## src/rtl/exc_ctrl.sv

```systemverilog
// Exception/interrupt sequencer in front of cop: arbitrates eret/break/syscall/irq,
// drains the pipe, issues one cop op, then redirects the PC. Option: EXC_CTRL_IRQ_MASK_EN.
module exc_ctrl #(
  parameter int IRQ_W        = 6,
  parameter int FLUSH_CYCLES = 2
) (
  input  logic             clk,
  input  logic             rst,
  input  logic [IRQ_W-1:0] irq,
  input  logic             status_ie,
  input  logic             status_exl,
  input  logic             sys_req,
  input  logic             brk_req,
  input  logic             eret_req,
  input  logic [19:0]      code_in,
  input  logic [31:0]      epc_in,
  input  logic             irq_mask_wr,
  input  logic [IRQ_W-1:0] irq_mask_data,
  output logic             stall,
  output logic             flush,
  output logic [3:0]       cop_op,
  output logic [19:0]      cop_code,
  output logic [31:0]      cop_next_pc,
  output logic             redirect_valid,
  output logic [IRQ_W-1:0] irq_ack
);

  localparam logic [3:0] COP_OP_NOP = 4'h0;
  localparam logic [3:0] COP_OP_SYS = 4'h1;
  localparam logic [3:0] COP_OP_BRK = 4'h2;
  localparam logic [3:0] COP_OP_RET = 4'h3;
  localparam int CNT_W = (FLUSH_CYCLES > 1) ? $clog2(FLUSH_CYCLES) : 1;

  typedef enum logic [1:0] {S_IDLE, S_DRAIN, S_ISSUE, S_REDIR} state_t;
  typedef enum logic [1:0] {K_SYS, K_BRK, K_RET, K_IRQ} kind_t;

  state_t             state_q, state_d;
  kind_t              kind_q, kind_d;
  logic [CNT_W-1:0]   cnt_q, cnt_d;
  logic [IRQ_W-1:0]   pend_q, pend_d;
  logic [19:0]        code_q, code_d;
  logic [31:0]        epc_q, epc_d;
  logic [4:0]         idx_q, idx_d;
  logic               flush_q, flush_d;
  logic [3:0]         cop_op_q, cop_op_d;
  logic [19:0]        cop_code_q, cop_code_d;
  logic [31:0]        cop_next_pc_q, cop_next_pc_d;
  logic               redirect_q, redirect_d;
  logic [IRQ_W-1:0]   irq_ack_q, irq_ack_d;
  logic [IRQ_W-1:0]   mask_s;
  logic               irq_ok_s;
  logic               accept_s;

  function automatic logic [4:0] lowest_idx(input logic [IRQ_W-1:0] v);
    logic [4:0] idx;
    idx = 5'd0;
    for (int i = IRQ_W - 1; i >= 0; i--) begin
      if (v[i]) idx = i[4:0];
    end
    return idx;
  endfunction

`ifdef EXC_CTRL_IRQ_MASK_EN
  logic [IRQ_W-1:0] mask_q, mask_d;

  always_comb begin
    if (irq_mask_wr) mask_d = irq_mask_data;
    else             mask_d = mask_q;
  end

  always_ff @(posedge clk) begin
    if (rst) mask_q <= {IRQ_W{1'b1}};
    else     mask_q <= mask_d;
  end

  assign mask_s = mask_q;
`else
  logic unused_mask_s;
  assign mask_s        = {IRQ_W{1'b1}};
  assign unused_mask_s = ^{irq_mask_wr, irq_mask_data};
`endif

  assign irq_ok_s = status_ie & ~status_exl & (|(pend_q & mask_s));

  always_comb begin
    state_d       = state_q;
    kind_d        = kind_q;
    cnt_d         = cnt_q;
    code_d        = code_q;
    epc_d         = epc_q;
    idx_d         = idx_q;
    pend_d        = pend_q | irq;
    accept_s      = 1'b0;
    cop_op_d      = COP_OP_NOP;
    cop_code_d    = 20'h0;
    cop_next_pc_d = 32'h0;
    irq_ack_d     = {IRQ_W{1'b0}};

    case (state_q)
      S_IDLE: begin
        if (eret_req || brk_req || sys_req || irq_ok_s) begin
          accept_s = 1'b1;
          code_d   = code_in;
          epc_d    = epc_in;
          idx_d    = lowest_idx(pend_q & mask_s);
          if (eret_req) begin
            kind_d = K_RET;
            epc_d  = 32'h0;
          end else if (brk_req) begin
            kind_d = K_BRK;
          end else if (sys_req) begin
            kind_d = K_SYS;
          end else begin
            kind_d = K_IRQ;
          end
          if (FLUSH_CYCLES == 0) begin
            state_d = S_ISSUE;
          end else begin
            state_d = S_DRAIN;
            cnt_d   = CNT_W'(FLUSH_CYCLES - 1);
          end
        end else begin
          state_d = S_IDLE;
        end
      end
      S_DRAIN: begin
        if (cnt_q == {CNT_W{1'b0}}) state_d = S_ISSUE;
        else                        cnt_d   = cnt_q - {{(CNT_W-1){1'b0}}, 1'b1};
      end
      S_ISSUE: state_d = S_REDIR;
      S_REDIR: state_d = S_IDLE;
      default: state_d = S_IDLE;
    endcase

    // Outputs are registered, so they are decoded from the state being entered.
    flush_d    = (state_d == S_DRAIN) || (state_d == S_ISSUE);
    redirect_d = (state_d == S_REDIR);
    if (state_d == S_ISSUE) begin
      cop_next_pc_d = epc_d;
      cop_code_d    = code_d;
      case (kind_d)
        K_RET:   cop_op_d = COP_OP_RET;
        K_BRK:   cop_op_d = COP_OP_BRK;
        K_SYS:   cop_op_d = COP_OP_SYS;
        K_IRQ: begin
          cop_op_d   = COP_OP_SYS;
          cop_code_d = {15'h7FFF, idx_d};
          irq_ack_d  = {{(IRQ_W-1){1'b0}}, 1'b1} << idx_d;
          pend_d     = pend_d & ~irq_ack_d;
        end
        default: cop_op_d = COP_OP_NOP;
      endcase
    end else begin
      cop_op_d = COP_OP_NOP;
    end
  end

  always_ff @(posedge clk) begin
    if (rst) begin
      state_q       <= S_IDLE;
      kind_q        <= K_SYS;
      cnt_q         <= {CNT_W{1'b0}};
      pend_q        <= {IRQ_W{1'b0}};
      code_q        <= 20'h0;
      epc_q         <= 32'h0;
      idx_q         <= 5'd0;
      flush_q       <= 1'b0;
      cop_op_q      <= COP_OP_NOP;
      cop_code_q    <= 20'h0;
      cop_next_pc_q <= 32'h0;
      redirect_q    <= 1'b0;
      irq_ack_q     <= {IRQ_W{1'b0}};
    end else begin
      state_q       <= state_d;
      kind_q        <= kind_d;
      cnt_q         <= cnt_d;
      pend_q        <= pend_d;
      code_q        <= code_d;
      epc_q         <= epc_d;
      idx_q         <= idx_d;
      flush_q       <= flush_d;
      cop_op_q      <= cop_op_d;
      cop_code_q    <= cop_code_d;
      cop_next_pc_q <= cop_next_pc_d;
      redirect_q    <= redirect_d;
      irq_ack_q     <= irq_ack_d;
    end
  end

  // stall must cover the accept cycle itself, hence combinational.
  assign stall          = (state_q != S_IDLE) || accept_s;
  assign flush          = flush_q;
  assign cop_op         = cop_op_q;
  assign cop_code       = cop_code_q;
  assign cop_next_pc    = cop_next_pc_q;
  assign redirect_valid = redirect_q;
  assign irq_ack        = irq_ack_q;

endmodule
```

## config.mk

```make
export PLATFORM = sky130hd
export DESIGN_NAME = exc_ctrl
export DESIGN_NICKNAME = d
export VERILOG_FILES = /design/src/rtl/exc_ctrl.sv
export SDC_FILE = /design/constraint.sdc
export NUM_CORES = 1
export LEC_CHECK = 0
export CAP_MARGIN = 30
export CORE_MARGIN = 10
export CORE_UTILIZATION = 48
export DETAILED_ROUTE_END_ITERATION = 12
export PLACE_DENSITY = 0.82
export SYNTH_ARGS = -nofsm -noshare
export SYNTH_HDL_FRONTEND = slang
export SYNTH_SLANG_ARGS = --single-unit
```

## constraint.sdc

```tcl
create_clock -name clk -period 3.3 [get_ports clk]
set_input_delay 0.66 -clock clk [delete_from_list [all_inputs] [get_ports clk]]
set_output_delay 0.66 -clock clk [all_outputs]
set_load 0.01 [all_outputs]
```

# Word level (Yosys, flattened, before mapping)

Index checks and enable logic that the tools add are counted.

Word-level logic and storage cells: 77
Output and inout bits: 65
Bits of input ports: 72
Register bits after elaboration: 132

Shift operators: 1
Bitwise operators: 8
Mux-type cells: 30
Reduce and logical (&&, ||, !) cells: 14
Equal/unequal tests: 10
$add $sub $neg: 1

Operator list:

| kind                                                                   | count |
|---|---|
| 32-bit 2-to-1 mux                                                      | 3 |
| 20-bit 2-to-1 mux                                                      | 3 |
| 5-bit 2-to-1 mux                                                       | 7 |
| 2-bit equality test (second input constant)                            | 6 |
| 2-bit 2-to-1 mux                                                       | 6 |
| 6-bit 2-to-1 mux                                                       | 2 |
| 4-bit one-hot mux with 3 select lines                                  | 1 |
| 2-bit one-hot mux with 4 select lines                                  | 1 |
| 6-bit AND                                                              | 1 |
| 2-bit by 1-bit equality test with 1-bit output (second input constant) | 3 |
| 6-bit NOT                                                              | 1 |
| 6-bit bitwise OR                                                       | 1 |
| 6-bit OR reduction                                                     | 1 |
| 1-bit by 5-bit left shift with 6-bit output (first input constant)     | 1 |
| 1-bit logical OR                                                       | 5 |
| 1-bit 2-to-1 mux                                                       | 5 |
| 2-bit logical NOT                                                      | 2 |
| 2-bit nonzero test                                                     | 2 |
| 2-bit OR reduction                                                     | 2 |
| 3-bit 2-to-1 mux                                                       | 1 |
| 1-bit NOT                                                              | 3 |
| 3-bit OR reduction                                                     | 1 |
| 1-bit AND                                                              | 2 |
| 2-bit inequality test (second input constant)                          | 1 |
| 3 further kinds                                                        | 3 |

# Depth between registers and ports, before layout

Depth in word-level cells: 13
Depth in mapped cells: 13

# Worst setup path before layout

OpenSTA, ideal clock, no wires.

Path type: input -> register
Start point: input eret_req
End point: register pend_q[2]
Arrival time: 2.563 ns
Path buffers: 1
Stages on the path: 9
Required time: 3.180 ns
Setup slack: 0.618 ns
Path through: or3_1 buf_2 nor2_1 a22o_1 ha_1 nor4bb_1 and3_1 a311oi_1 o31a_1

Cells in the longest elaborated chain, start to end: 10
Elaborated cells on any way between the ends: 17
Those cells by class: eq/ne (2); shift (1); mux (9); bitwise (2); reduce/logical (3)

RTL lines:

| what                                        | line | text |
|---|---|---|
| start: declaration                          | 14   | `input logic eret_req,` |
| 1-bit logical OR (3 in a row)               | 101  | `if (eret_req \|\| brk_req \|\| sys_req \|\| irq_ok_s) begin` |
| 5-bit 2-to-1 mux                            | 101  |  |
| 5-bit 2-to-1 mux                            | 99   | `case (state_q)` |
| 1-bit by 5-bit left shift with 6-bit output | 148  | `irq_ack_d = {{(IRQ_W-1){1'b0}}, 1'b1} << idx_d;` |
| 6-bit NOT                                   | 149  | `pend_d = pend_d & ~irq_ack_d;` |
| 6-bit AND                                   | 149  |  |
| 6-bit 2-to-1 mux                            | 141  | `case (kind_d)` |
| 6-bit 2-to-1 mux *                          | 138  | `if (state_d == S_ISSUE) begin` |
| end signal: assignment                      | 163  | `pend_q <= {IRQ_W{1'b0}};` |
| end signal: assignment                      | 177  | `pend_q <= pend_d;` |
| end: declaration                            | 40   | `logic [IRQ_W-1:0] pend_q, pend_d;` |

Every way passes the cells marked *; elsewhere a longest branch is shown, timed or not.
A chain may end at the register's enable or synchronous reset.

# Worst setup path after layout

Start point: input sys_req
End point: output stall

Cells in the longest elaborated chain, start to end: 5

RTL lines:

| what                          | line | text |
|---|---|---|
| start: declaration            | 12   | `input logic sys_req,` |
| 1-bit logical OR (2 in a row) | 101  |  |
| 1-bit 2-to-1 mux              | 101  |  |
| 1-bit 2-to-1 mux              | 99   |  |
| 1-bit logical OR              | 191  | `assign stall = (state_q != S_IDLE) \|\| accept_s;` |
| end: declaration              | 19   | `output logic stall,` |

Every way passes these cells.

==> impl_metrics.prom <==
# TYPE chip_impl_metric gauge
chip_impl_metric{name="fp.dieW",unit="um"} 122
chip_impl_metric{name="synth_cell_types",unit=""} 59
chip_impl_metric{name="floorplan.initialDensity",unit="%"} 49.0
chip_impl_metric{name="syn_area_per_cell",unit="sq um"} 9.36
chip_impl_metric{name="number_of_enable_type_register_cells_in_the_synthesized_netlist",unit=""} 0
chip_impl_metric{name="clk_pin_slew",unit="ps"} 50
chip_impl_info{name="rsz0062_at_grt",value="no"} 1
chip_impl_info{name="topRoutingLayerUsed",value="met4"} 1
chip_impl_metric{name="avgViaCountPerCell",unit=""} 6.03
chip_impl_metric{name="num-nets-final",unit=""} 717
chip_impl_metric{name="grt_first_pass_wirelength",unit="um"} 24400
chip_impl_metric{name="grt_util_all_layers",unit="%"} 20.1
chip_impl_info{name="timing_worst_setup_path_type",value="input port to primary output"} 1
chip_impl_info{name="crit_top_cell",value="clkdlybuf4s50_1"} 1
chip_impl_metric{name="synth-async-reset-ratio",unit="%"} 0
chip_impl_metric{name="ctsHtreeMaxLevel",unit=""} 4
chip_impl_metric{name="irDropWorstVdd",unit="V"} 0.000314
chip_impl_metric{name="max_clk_rate",unit="GHz"} 0.339
chip_impl_metric{name="areaGrowthSynthToFinish",unit="%"} 38.4
chip_impl_metric{name="post_route_drc_violation_count",unit=""} 0
chip_impl_metric{name="synth-warning-count",unit=""} 0
chip_impl_metric{name="insertion_delay",unit="ps"} 530
chip_impl_info{name="synth_ff_type",value="dfxtp_1"} 1
chip_impl_metric{name="layout-drive-gt1-share",unit="%"} 9.17
chip_impl_metric{name="antenna-diode-count",unit=""} 0
chip_impl_metric{name="detail_route.first_pass.iterations",unit=""} 5
chip_impl_info{name="status",value="completed"} 1
chip_impl_metric{name="ctsHoldBuffers",unit=""} 0
chip_impl_metric{name="synth_seq_area_share",unit="%"} 51.9
chip_impl_metric{name="antenna_found_initial",unit=""} 0
chip_impl_metric{name="post-route-min-period",unit="ps"} 2950
chip_impl_metric{name="synth_cells",unit=""} 536
chip_impl_metric{name="final_hold_viol_count",unit=""} 0
chip_impl_metric{name="cts_buffers",unit=""} 17
chip_impl_info{name="clockRootBuffer",value="clkbuf_8"} 1
chip_impl_metric{name="fillers",unit=""} 782
chip_impl_metric{name="power.density_cell_area",unit="nW/um^2"} 592
chip_impl_metric{name="post-cts-setup-buffer-count",unit=""} 0
chip_impl_metric{name="grt_pass1_vias",unit=""} 4804
chip_impl_metric{name="period_share",unit="%"} 89.3
chip_impl_metric{name="dr_total_vias",unit=""} 4760
chip_impl_metric{name="post-place-cells",unit=""} 759
chip_impl_metric{name="setup-violations-final",unit=""} 0
chip_impl_metric{name="finClkSkew",unit="ps"} 7.17
chip_impl_metric{name="ctsResizeCount",unit=""} 0
chip_impl_metric{name="met1_length",unit="um"} 6000
chip_impl_metric{name="grt_max_degree",unit=""} 61
chip_impl_metric{name="clkSinkCount",unit=""} 130
chip_impl_metric{name="met3_wirelength",unit="um"} 1470
chip_impl_metric{name="worst-path-buf-inv",unit=""} 2
chip_impl_metric{name="dr_wl_met2",unit="um"} 7470
chip_impl_metric{name="fp-row-count",unit=""} 37
chip_impl_metric{name="die_outline_area",unit="sq um"} 14900
chip_impl_info{name="hold_path_class",value="flip-flop to flip-flop"} 1
chip_impl_info{name="mostFrequentLayoutCells",value="dfxtp_1, clkdlybuf4s50_1, a21oi_1, nand3_1, o2111ai_1"} 1
chip_impl_info{name="critical_path.slowest_cell",value="clkdlybuf4s50_1"} 1
chip_impl_metric{name="ant_nets",unit=""} 0
chip_impl_metric{name="p_leak",unit="nW"} 2.39
chip_impl_metric{name="globalRouteOverflowTotal",unit=""} 0
chip_impl_info{name="cts_tree",value="done"} 1
chip_impl_info{name="crit_path_end_kind",value="primary output"} 1
chip_impl_metric{name="worstPathMaxFanout",unit=""} 3
chip_impl_metric{name="drt_wl_total",unit="um"} 15100
chip_impl_metric{name="fin_util",unit="%"} 67.9
chip_impl_metric{name="number_of_primary_i_o_pins",unit=""} 137
chip_impl_info{name="critPathLaunchType",value="input port"} 1
chip_impl_metric{name="core_area",unit="sq um"} 10200
chip_impl_info{name="most_common_cell_after_layout_fill_and_taps_aside",value="dfxtp_1"} 1
chip_impl_metric{name="max_slew_margin",unit="%"} 40.8
chip_impl_metric{name="port_buffers",unit=""} 127
chip_impl_metric{name="die_h",unit="um"} 122
chip_impl_metric{name="number_of_max_capacitance_violations_reported",unit=""} 0
chip_impl_metric{name="maximum_clock_path_buffer_count",unit=""} 2
chip_impl_metric{name="critical-path-max-stage-delay",unit="ps"} 500
chip_impl_metric{name="slew_viol_final",unit=""} 0
chip_impl_metric{name="measured_slew_at_the_worst_slew_check_pin",unit="ps"} 888
chip_impl_metric{name="syn-cell-area",unit="sq um"} 5020
chip_impl_metric{name="detailed_place_hpwl",unit="um"} 9770
chip_impl_info{name="cp_cell_sequence",value="clkdlybuf4s50_1, or3_1, nor2_1, nand2_1, clkdlybuf4s50_1"} 1
chip_impl_metric{name="post_drt_wl_per_cell",unit="um"} 19.2
chip_impl_info{name="crit_family",value="buffers and inverters"} 1
chip_impl_metric{name="crit_arrival",unit="ps"} 2290
chip_impl_metric{name="layoutNonFillerInstCount",unit=""} 790
chip_impl_metric{name="worst-endpoint-required",unit="ps"} 2640
chip_impl_metric{name="drt_iter0_markers",unit=""} 493
chip_impl_metric{name="hold-worst-slack",unit="ps"} 466
chip_impl_metric{name="globalplace.congestion",unit=""} 0.876
chip_impl_metric{name="synth_seq_cells",unit=""} 130
==> Yosys cell counts (5+ instances only) <==
cell type  count  area (sq um)
a21oi_1       93           465
a31oi_1       16           100
and3_1         5          31.3
buf_2         16          80.1
clkbuf_1      37           139
dfxtp_1      130          2600
inv_1          8          30.0
mux2i_1        6          60.1
nand2_1        6          22.5
nand2b_1       6          37.5
nand3_1       60           300
nand4_1        8          50.1
nor2_1        22          82.6
nor3_1         5          25.0
o2111ai_1     35           307
o211ai_1      24           180
==> cell families (layout without fill, tap and decap cells) <==
kind of cell | Yosys count | in the layout | synth area share [%]
AOI/OAI and AO/OA | 198 | 198 | 26.0
and+or+nand+nor | 131 | 131 | 14.2
DFF | 130 | 130 | 51.9
buffers and inverters | 67 | 184 | 5.81
muxes | 6 | 6 | 1.20
adders and majority gates | 3 | 3 | 0.748
other | 1 | 2 | 0.0748
==> path summary, 6_finish.rpt <==
kind              startpoint  slack [ps]         end  cells after the start
hold reg to reg    code_q[3]         470   code_q[3]                      2
setup reg to reg   pend_q[0]         490  irq_ack[2]                      9
setup / recovery     sys_req         350       stall                      5
hold / removal     code_q[3]         470   code_q[3]                      2
==> layout make-up <==
type	count	area, sq um	area share [%]
Timing Repair Buffer	145	1400	20.2
Clock inverter	12	159	2.29
Sequential cell	130	2600	37.5
Tap cell	136	170	2.45
Multi-Input combinational cell	340	2150	31.0
Inverter	8	30.0	0.432
Clock buffer	19	432	6.22
==> state kept, by name, indices dropped and copies added (netlist names), 5 cells and up <==
register	count
epc_q	32
idx_q	5
code_q	20
irq_ack	6
cop_code	20
pend_q	6
cop_next_pc	32
==> through the flow <==
stage                     TNS [ps]  area (sq um)  power [mW]  setup slack (ps)
after floorplan                  0          5020        2.05               618
after global placement           0          6350        2.26              61.0
after detailed placement     -68.2          6350        2.28             -52.5
after CTS                        0          6940        4.12               357
after global routing             0          6940        4.26               263
final                            0          6940        4.11               352
==> per-layer routing <==
metal  GRT usage (%)  up-vias
met3            7.99       24
met5               0        -
met2            33.3      225
li1                -     2237
met1            23.4     2274
met4            6.63        0
==> report_power, final <==
group          switching [mW]  leakage [nW]  total [mW]  internal (mW)
logic                   0.336          1.06       0.565          0.229
registers              0.0438          1.06        1.69           1.65
clock network           0.686         0.273        1.85           1.17
==> worst register-to-register path: cells and delay by family (launching register included) <==
kind	cells	cell delay [ps]
muxes	1	170
and+or+nand+nor	4	910
DFF	1	600
adders and majority gates	1	330
AOI/OAI and AO/OA	2	640
buffers and inverters	1	70
Power figures use the tool's default switching activity.
